## config.mk

```make
export PLATFORM = sky130hd
export DESIGN_NAME = lcd1602_cgram_anim
export DESIGN_NICKNAME = d
export VERILOG_FILES = /design/src/rtl/lcd1602_cgram_anim.sv
export SDC_FILE = /design/constraint.sdc
export NUM_CORES = 1
export LEC_CHECK = 0
export BUFFER_PORTS_ARGS = -buffer_cell sky130_fd_sc_hd__buf_2
export CAP_MARGIN = 20
export CORE_ASPECT_RATIO = 1.25
export CORE_MARGIN = 5
export CORE_UTILIZATION = 65
export CTS_CLUSTER_DIAMETER = 150
export DETAILED_ROUTE_END_ITERATION = 6
export HOLD_SLACK_MARGIN = 0.12
export PLACE_DENSITY = 0.82
export SKIP_CTS_REPAIR_TIMING = 1
export SYNTH_ARGS = -nofsm -noshare
export SYNTH_HDL_FRONTEND = slang
export SYNTH_SLANG_ARGS = --single-unit
```

## constraint.sdc

```tcl
create_clock -name clk -period 7.41 [get_ports clk]
set_clock_uncertainty 0.1 [all_clocks]
set_input_delay 0.3705 -clock clk [delete_from_list [all_inputs] [get_ports clk]]
set_output_delay 0.3705 -clock clk [all_outputs]
set_load 0.02 [all_outputs]
```

## src/rtl/lcd1602_cgram_anim.sv

```systemverilog
// rtl/lcd1602_cgram_anim.sv - HD44780/LCD1602 CGRAM glyph animator with glyph RAM
module lcd1602_cgram_anim #(
    parameter int         NUM_CHARS   = 2,
    parameter int         NUM_FRAMES  = 4,
    parameter int         TICK_DIV    = 800000,
    parameter int         FRAME_HOLD  = 30,
    parameter logic [7:0] CURSOR_ADDR = 8'h00,
    localparam int        DEPTH       = NUM_FRAMES * NUM_CHARS * 8,
    localparam int        AW          = $clog2(DEPTH)
) (
    input  logic          clk,
    input  logic          reset,
    input  logic          start_i,
    input  logic          pause_i,
    input  logic          wr_en_i,
    input  logic [AW-1:0] wr_addr_i,
    input  logic [7:0]    wr_data_i,
    output logic          rs,
    output logic          rw,
    output logic          en,
    output logic [7:0]    data,
    output logic          busy_o,
    output logic [2:0]    frame_o
);

    // Index counter must span the longest per-state sequence (INIT needs 4).
    localparam int LOAD_LEN = NUM_CHARS * 8;
    localparam int MAX_A    = (LOAD_LEN > FRAME_HOLD) ? LOAD_LEN : FRAME_HOLD;
    localparam int IDX_MAX  = (MAX_A > 4) ? MAX_A : 4;
    localparam int IDX_W    = $clog2(IDX_MAX);
    localparam int STEP_W   = $clog2(TICK_DIV);

    typedef enum logic [2:0] {
        S_IDLE,
        S_INIT,
        S_SET_CGRAM,
        S_LOAD,
        S_SET_DDRAM,
        S_SHOW,
        S_HOLD
    } state_t;

    state_t             r_state;
    state_t             w_nxt_state;
    logic [STEP_W-1:0]  r_step;
    logic [IDX_W-1:0]   r_idx;
    logic [IDX_W-1:0]   w_nxt_idx;
    logic [2:0]         r_frame;
    logic [2:0]         w_nxt_frame;
    logic [2:0]         r_frame_o;
    logic [2:0]         w_nxt_frame_o;
    logic               r_rs;
    logic               w_nxt_rs;
    logic [7:0]         r_data;
    logic [7:0]         w_nxt_data;
    logic               r_xfer;
    logic               w_nxt_xfer;
    logic               w_tick;
    logic [AW-1:0]      w_rd_addr;
    logic [4:0]         w_rd_data;
    logic [4:0]         r_mem [0:DEPTH-1];
    logic               w_unused;

    // Only the five glyph pixel bits are stored.
    assign w_unused  = &{1'b0, wr_data_i[7:5]};

    assign w_tick    = (r_state != S_IDLE) && (r_step == '0);
    assign w_rd_addr = AW'(int'(r_frame) * LOAD_LEN + int'(r_idx));
    assign w_rd_data = r_mem[w_rd_addr];

    assign rs      = r_rs;
    assign rw      = 1'b0;
    assign data    = r_data;
    assign en      = r_xfer && (r_step != '0) && (r_step <= STEP_W'(TICK_DIV / 2));
    assign busy_o  = (r_state != S_IDLE);
    assign frame_o = r_frame_o;

    // Glyph RAM: written in any state, never cleared; a same-edge read sees the old byte.
    always_ff @(posedge clk) begin
        if (wr_en_i && (int'(wr_addr_i) < DEPTH)) begin
            r_mem[wr_addr_i] <= wr_data_i[4:0];
        end
    end

    // Step counter free-runs outside IDLE; count 0 is the transfer boundary.
    always_ff @(posedge clk) begin
        if (!reset || (r_state == S_IDLE)) begin
            r_step <= '0;
        end else if (r_step == STEP_W'(TICK_DIV - 1)) begin
            r_step <= '0;
        end else begin
            r_step <= r_step + 1'b1;
        end
    end

    // State and transfer registers.
    always_ff @(posedge clk) begin
        if (!reset) begin
            r_state   <= S_IDLE;
            r_idx     <= '0;
            r_frame   <= '0;
            r_frame_o <= '0;
            r_rs      <= 1'b0;
            r_data    <= 8'h00;
            r_xfer    <= 1'b0;
        end else begin
            r_state   <= w_nxt_state;
            r_idx     <= w_nxt_idx;
            r_frame   <= w_nxt_frame;
            r_frame_o <= w_nxt_frame_o;
            r_rs      <= w_nxt_rs;
            r_data    <= w_nxt_data;
            r_xfer    <= w_nxt_xfer;
        end
    end

    // Next-state logic: each boundary issues the current state's transfer and advances.
    always_comb begin
        w_nxt_state   = r_state;
        w_nxt_idx     = r_idx;
        w_nxt_frame   = r_frame;
        w_nxt_frame_o = r_frame_o;
        w_nxt_rs      = r_rs;
        w_nxt_data    = r_data;
        w_nxt_xfer    = r_xfer;
        if (r_state == S_IDLE) begin
            w_nxt_xfer = 1'b0;
            if (start_i) begin
                w_nxt_state = S_INIT;
                w_nxt_idx   = '0;
            end
        end else if (w_tick) begin
            w_nxt_xfer = 1'b1;
            w_nxt_idx  = r_idx + 1'b1;
            case (r_state)
                S_INIT: begin
                    w_nxt_rs = 1'b0;
                    case (r_idx[1:0])
                        2'd0:    w_nxt_data = 8'h38;
                        2'd1:    w_nxt_data = 8'h0C;
                        2'd2:    w_nxt_data = 8'h06;
                        default: w_nxt_data = 8'h01;
                    endcase
                    if (r_idx == IDX_W'(3)) begin
                        w_nxt_state = S_SET_CGRAM;
                        w_nxt_idx   = '0;
                    end
                end
                S_SET_CGRAM: begin
                    w_nxt_rs    = 1'b0;
                    w_nxt_data  = 8'h40;
                    w_nxt_state = S_LOAD;
                    w_nxt_idx   = '0;
                end
                S_LOAD: begin
                    w_nxt_rs   = 1'b1;
                    w_nxt_data = {3'b000, w_rd_data};
                    if (r_idx == IDX_W'(LOAD_LEN - 1)) begin
                        w_nxt_state = S_SET_DDRAM;
                        w_nxt_idx   = '0;
                    end
                end
                S_SET_DDRAM: begin
                    w_nxt_rs    = 1'b0;
                    w_nxt_data  = 8'h80 | CURSOR_ADDR;
                    w_nxt_state = S_SHOW;
                    w_nxt_idx   = '0;
                end
                S_SHOW: begin
                    w_nxt_rs   = 1'b1;
                    w_nxt_data = 8'(r_idx);
                    if (r_idx == IDX_W'(NUM_CHARS - 1)) begin
                        w_nxt_frame_o = r_frame;
                        w_nxt_state   = S_HOLD;
                        w_nxt_idx     = '0;
                    end
                end
                S_HOLD: begin
                    // Bus stays quiet; pause is only honoured on the final hold step.
                    w_nxt_xfer = 1'b0;
                    if (r_idx == IDX_W'(FRAME_HOLD - 1)) begin
                        w_nxt_idx = r_idx;
                        if (!pause_i) begin
                            w_nxt_idx   = '0;
                            w_nxt_state = S_SET_CGRAM;
                            if (r_frame == 3'(NUM_FRAMES - 1)) begin
                                w_nxt_frame = '0;
                            end else begin
                                w_nxt_frame = r_frame + 1'b1;
                            end
                        end
                    end
                end
                default: begin
                    w_nxt_state = S_IDLE;
                    w_nxt_xfer  = 1'b0;
                end
            endcase
        end
    end

endmodule
```

Word level (Yosys, flattened, before mapping)
Memory sizes are Yosys's and may differ from the RTL's. Index checks and enable logic that the tools add are counted.

Memories: 1. Flip-flop bits (word level): 44. Word-level logic and storage cells: 88. Input bits: 19. Output and inout bits: 15. Bits in writable memories: 320.

Memory list: r_mem (depth 64, bits a word 5, read ports 1, clocked after memory_dff 0, write ports 1, line 61) `logic [4:0] r_mem [0:DEPTH-1];`.

Reductions and logical operators: 25. $lt $le $gt $ge: 1. Bitwise operators: 3. Eq/ne operators: 21. Mux-type cells: 25. Add/sub/neg operators: 4.

Operators with widths (count): 5-bit two-way mux (8); 8-bit case mux with 5 select lines (1); 3-bit two-way mux (9); 5-bit case mux with 5 select lines (1); 20-bit by 1-bit adder with 20-bit output, second input constant (1); 20-bit == test, second input constant (1); 20-bit by 19-bit <= comparator with 1-bit output, second input constant (1); 20-bit zero test (1); 20-bit nonzero test (1); 3-bit case mux with 6 select lines (1); 6-bit case mux with 3 select lines (1); 3-bit inequality test, second input constant (5); 3-bit by 2-bit == test with 1-bit output, second input constant (3); 3-bit == test, second input constant (3); 3-bit AND reduction (3); 2-bit OR reduction (4); 7-bit AND reduction (1); 6-bit by 5-bit adder with 6-bit output (1); 5-bit by 1-bit adder with 5-bit output, second input constant (1); 5-bit by 1-bit == test with 1-bit output, second input constant (1); 5-bit by 2-bit == test with 1-bit output, second input constant (1); 5-bit by 4-bit == test with 1-bit output, second input constant (1); 5-bit == test, second input constant (1); 5-bit AND reduction (1); 20 further kinds (27).

Depth between registers and ports, before layout
Depth after elaboration: 5. Mapped depth: 10.

Worst setup path before layout
OpenSTA, ideal clock, no wires.

Path type: reg2reg. From: reg r_idx[1]. To: reg r_state[1]. Data arrival time: 2.662 ns. Slack: 4.577 ns. Cell stages (with the launch flop): 11. Setup time: 0.072 ns. Cells stage by stage: dfxtp_1 buf_2 buf_1 buf_2 inv_1 ha_1 or4b_2 nand3_1 a21boi_0 nor4_1 mux2i_1.

Cells in the longest elaborated chain, start to end: 3. Elaborated cells between the ends (all ways): 9. Those cells by class: eq/ne: 8; reduce/logical: 1.

Ends and longest elaborated chain: start: declaration (line 46) `logic [IDX_W-1:0] r_idx;`; start signal: assignment (line 108) `r_idx <= w_nxt_idx;`; 5-bit == test (tied with other cells) (line 181) `if (r_idx == IDX_W'(FRAME_HOLD - 1)) begin`; 3-bit inequality test (no line); 7-bit AND reduction (no line) *; end signal: assignment (line 107) `r_state <= w_nxt_state;`; end: declaration (line 43) `state_t r_state;`.

Mark *: on every way between the ends. The rest lies on a longest branch, timed or not. A chain may end at the register's enable or synchronous reset.

Final worst setup path
Ends and elaborated chain as after synthesis.

==> summary.txt <==
Routing
  • Wirelength, routed: approximately 33000 um
  • Final ANT Viol Nets: 0
  • Top Metal Used: met4
  • DRC Markers: 0
  • Total number of vias: approximately 8.7k
  • Avg WL per Cell: 25.86 um
  • DR iter-0 viols: 1105
  • Metal-1 WL: ~13000 um
  • WL met2: approximately 17000 um
  • Routed met3 length: roughly 2800 um
  • Vias/cell: roughly 6.8
  • Drt first pass iters: 5

Power and ir drop
  • Sw Ratio: 0.2402
  • P_int: approximately 3600 uW
  • Sequential cell fraction of total power: 0.493
  • Pwr/cell area: approximately 280 nW/um^2
  • Clock power share: 0.382
  • LEAKAGE: slightly above 0.005 uW
  • Switch Pwr: roughly 1100 uW
  • Combinational group share of total power: 0.124
  • Maximum VDD drop: 0.0002026 V

Global route
  • Vias in the first global route: 8538
  • First-pass GRT wire length: about 50000 um
  • Largest net degree at the start of global routing: 65
  • GR Overflow Total: 0
  • Initial antenna violation count: 0
  • Gr usage total: 0.2507

Floorplanning
  • Core Rows: 62
  • Die Y-Extent: 180.1 um
  • Die area: between 20000 and 30000 um^2
  • Initial Utilization: 0.6576
  • Io pins: 34
  • Die Width: 146.1 um
  • Core area: about 23000 um^2

Timing
  • Final min period: 3411 ps
  • Worst setup margin: around 4000 ps
  • Hold Fails Final Rpt: 0
  • RSZ-0062 raised after global routing: false
  • Rel. slew slack: 0.3316
  • Fmax: approximately 0.29 GHz
  • Final period util: 0.4604
  • Final setup vio count: 0
  • Worst slew pin tran: 1000 ps
  • Fin Setup TNS: 0 ps
  • Final Max Slew Viols: 0

Layout
  • Layout cells sized above 1: 0.1864
  • Fin cells: 1275
  • Commonest non-fill, non-tap cells in the layout: edfxtp_1 (320), nor2_1 (113), mux4_2 (71)
  • Final Net Count: ~990
  • Area grow syn2layout: 10.76%
  • Ant. Diodes: 0
  • Commonest non-fill, non-tap cell in the layout: edfxtp_1

Setup path
  • Critical Path End Type: flop
  • CP max FO: 56
  • Worst path max stage delay: roughly 740 ps
  • Startpoint Class: flop
  • CP cell instances: buf_4 -> ha_1 -> or4b_2 -> nor2_1 -> a211oi_1 -> nor4_1 -> mux2i_1
  • Slowest-stage cell, CP: buf_4
  • Critical Path AT: approximately 3800 ps
  • Crit path buffers/inverters: 1
  • Req. time, crit path: between 7000 and 8000 ps
  • Family with the most delay on the worst path: simple AND/OR/NAND/NOR gates
  • Crit Path Class: flop to flop

Outcome
  • Status: completed

Clock network
  • CTS Buf Count: 34
  • H-tree Lvls: 2
  • CTS tree: done
  • CTS root buf: clkbuf_16
  • TritonCTS Sinks: between 300 and 400
  • Maximum root-to-sink buffer count: 3
  • Reg clk slew, reported paths: ~60 ps
  • Clk_lat worst skew: approximately 520 ps

Yosys
  • Mapped Area: about 15000 um^2
  • Syn_area_per_cell: around 16 um^2
  • Number of distinct library cells after synthesis: between 60 and 70
  • Number of flops mapped to enable cells by yosys: 320
  • Sequential share of the synthesized area: 0.6970
  • YS warnings: 0
  • Post-Synthesis Cells: between 900 and 1k
  • Post-Syn Nets: ~960
  • Top_reg_cell synth: edfxtp_1
  • FF+latch count, synth: between 300 and 400
  • Post-synth ARST share: 0

Job
  • Max-cap violations: 0

Placement
  • RePlAce Congestion: between 0.8 and 0.9
  • PortBufs: 29
  • Dpl ws: about 3900 ps
  • Hpwl dp: 19580 um
  • Dpl cells: around 1.2k

Worst hold path
  • Hold Path Class: input pin to flop
-- synthesized netlist by cell type (all sizes together), types with 8 or more instances --
cell / count / area, um^2
nand4: 17 / 106.4
dfxtp: 44 / 880.8
clkbuf: 24 / 90.09
nand2: 46 / 172.7
o21ai: 12 / 60.06
a21oi: 14 / 70.07
edfxtp: 320 / 9609
inv: 15 / 56.30
o221ai: 9 / 78.83
xnor2: 11 / 96.34
nor2: 113 / 424.2
buf: 25 / 135.1
ha: 10 / 125.1
mux2i: 23 / 230.2
nor4: 13 / 93.84
nand3: 29 / 145.1
and2: 8 / 50.05
mux4: 71 / 1599
xor2: 9 / 78.83
mux2: 8 / 90.09
-- flip-flops by register name, indices dropped and copies added (netlist names) --
| name | flops |
|---|---|
| r_state | 3 |
| r_xfer | 1 |
| r_step | 20 |
| rs | 1 |
| r_mem | 320 |
| r_frame | 3 |
| r_idx | 5 |
| frame_o | 3 |
| data | 8 |
-- final cells by class --
class,instances,area (um^2)
tap,288,360.3
multi-input combinational,503,4274
clock buffer,44,909.6
timing repair buffer,44,329.1
sequential,364,10500
clock inverter,16,237.7
fill,1293,6216
inverter,16,60.06
-- through the flow --
step                        util  power [uW]  cell area, um^2  hold WS [ps]
after floorplan                -        2800            15050         341.1
after global placement    0.6725        2944            15390         353.9
after detailed placement  0.6725        2956            15390         369.2
after CTS                 0.7226        4744            16540         134.7
after global routing      0.7284        4902            16670         156.7
final                     0.7284        4736            16670         148.5
-- path summary, 6_finish.rpt --
check	start	end	slack, ps	depth (start not counted)
worst max-delay path	r_idx[1]	r_state[1]	4000	7
worst min-delay path	wr_data_i[4]	r_mem[20][4]	150	1
worst max register to register	r_idx[1]	r_state[1]	4000	7
worst min register to register	data[5]	data[5]	380	2
-- per-layer routing --
layer / up-vias / track usage
met3: 83 / 0.04805
li1: 3744 / -
met4: 0 / 0.08810
met2: 491 / 0.4126
met5: - / 0
met1: 4349 / 0.3418
-- power groups by stage --
stage	Sequential (uW)	Clock [uW]	Combinational, uW
6_report	2340	1810	588
5_1_grt	2350	1920	636
4_1_cts	2340	1820	581
2_1_floorplan	2340	0	461
3_3_place_gp	2380	0	563
3_5_place_dp	2380	0	573
-- cell families after synthesis --
family	share of synthesized area
buffers and inverters	0.01896
multiplexers	0.1275
other	0.0002492
XOR/XNOR	0.01164
flip-flops	0.6970
adder cells (fa/ha/maj)	0.008314
AO/OA/AOI/OAI	0.04756
AND/OR/NAND/NOR	0.08871
Note: power is estimated with default switching activity, not from simulation.
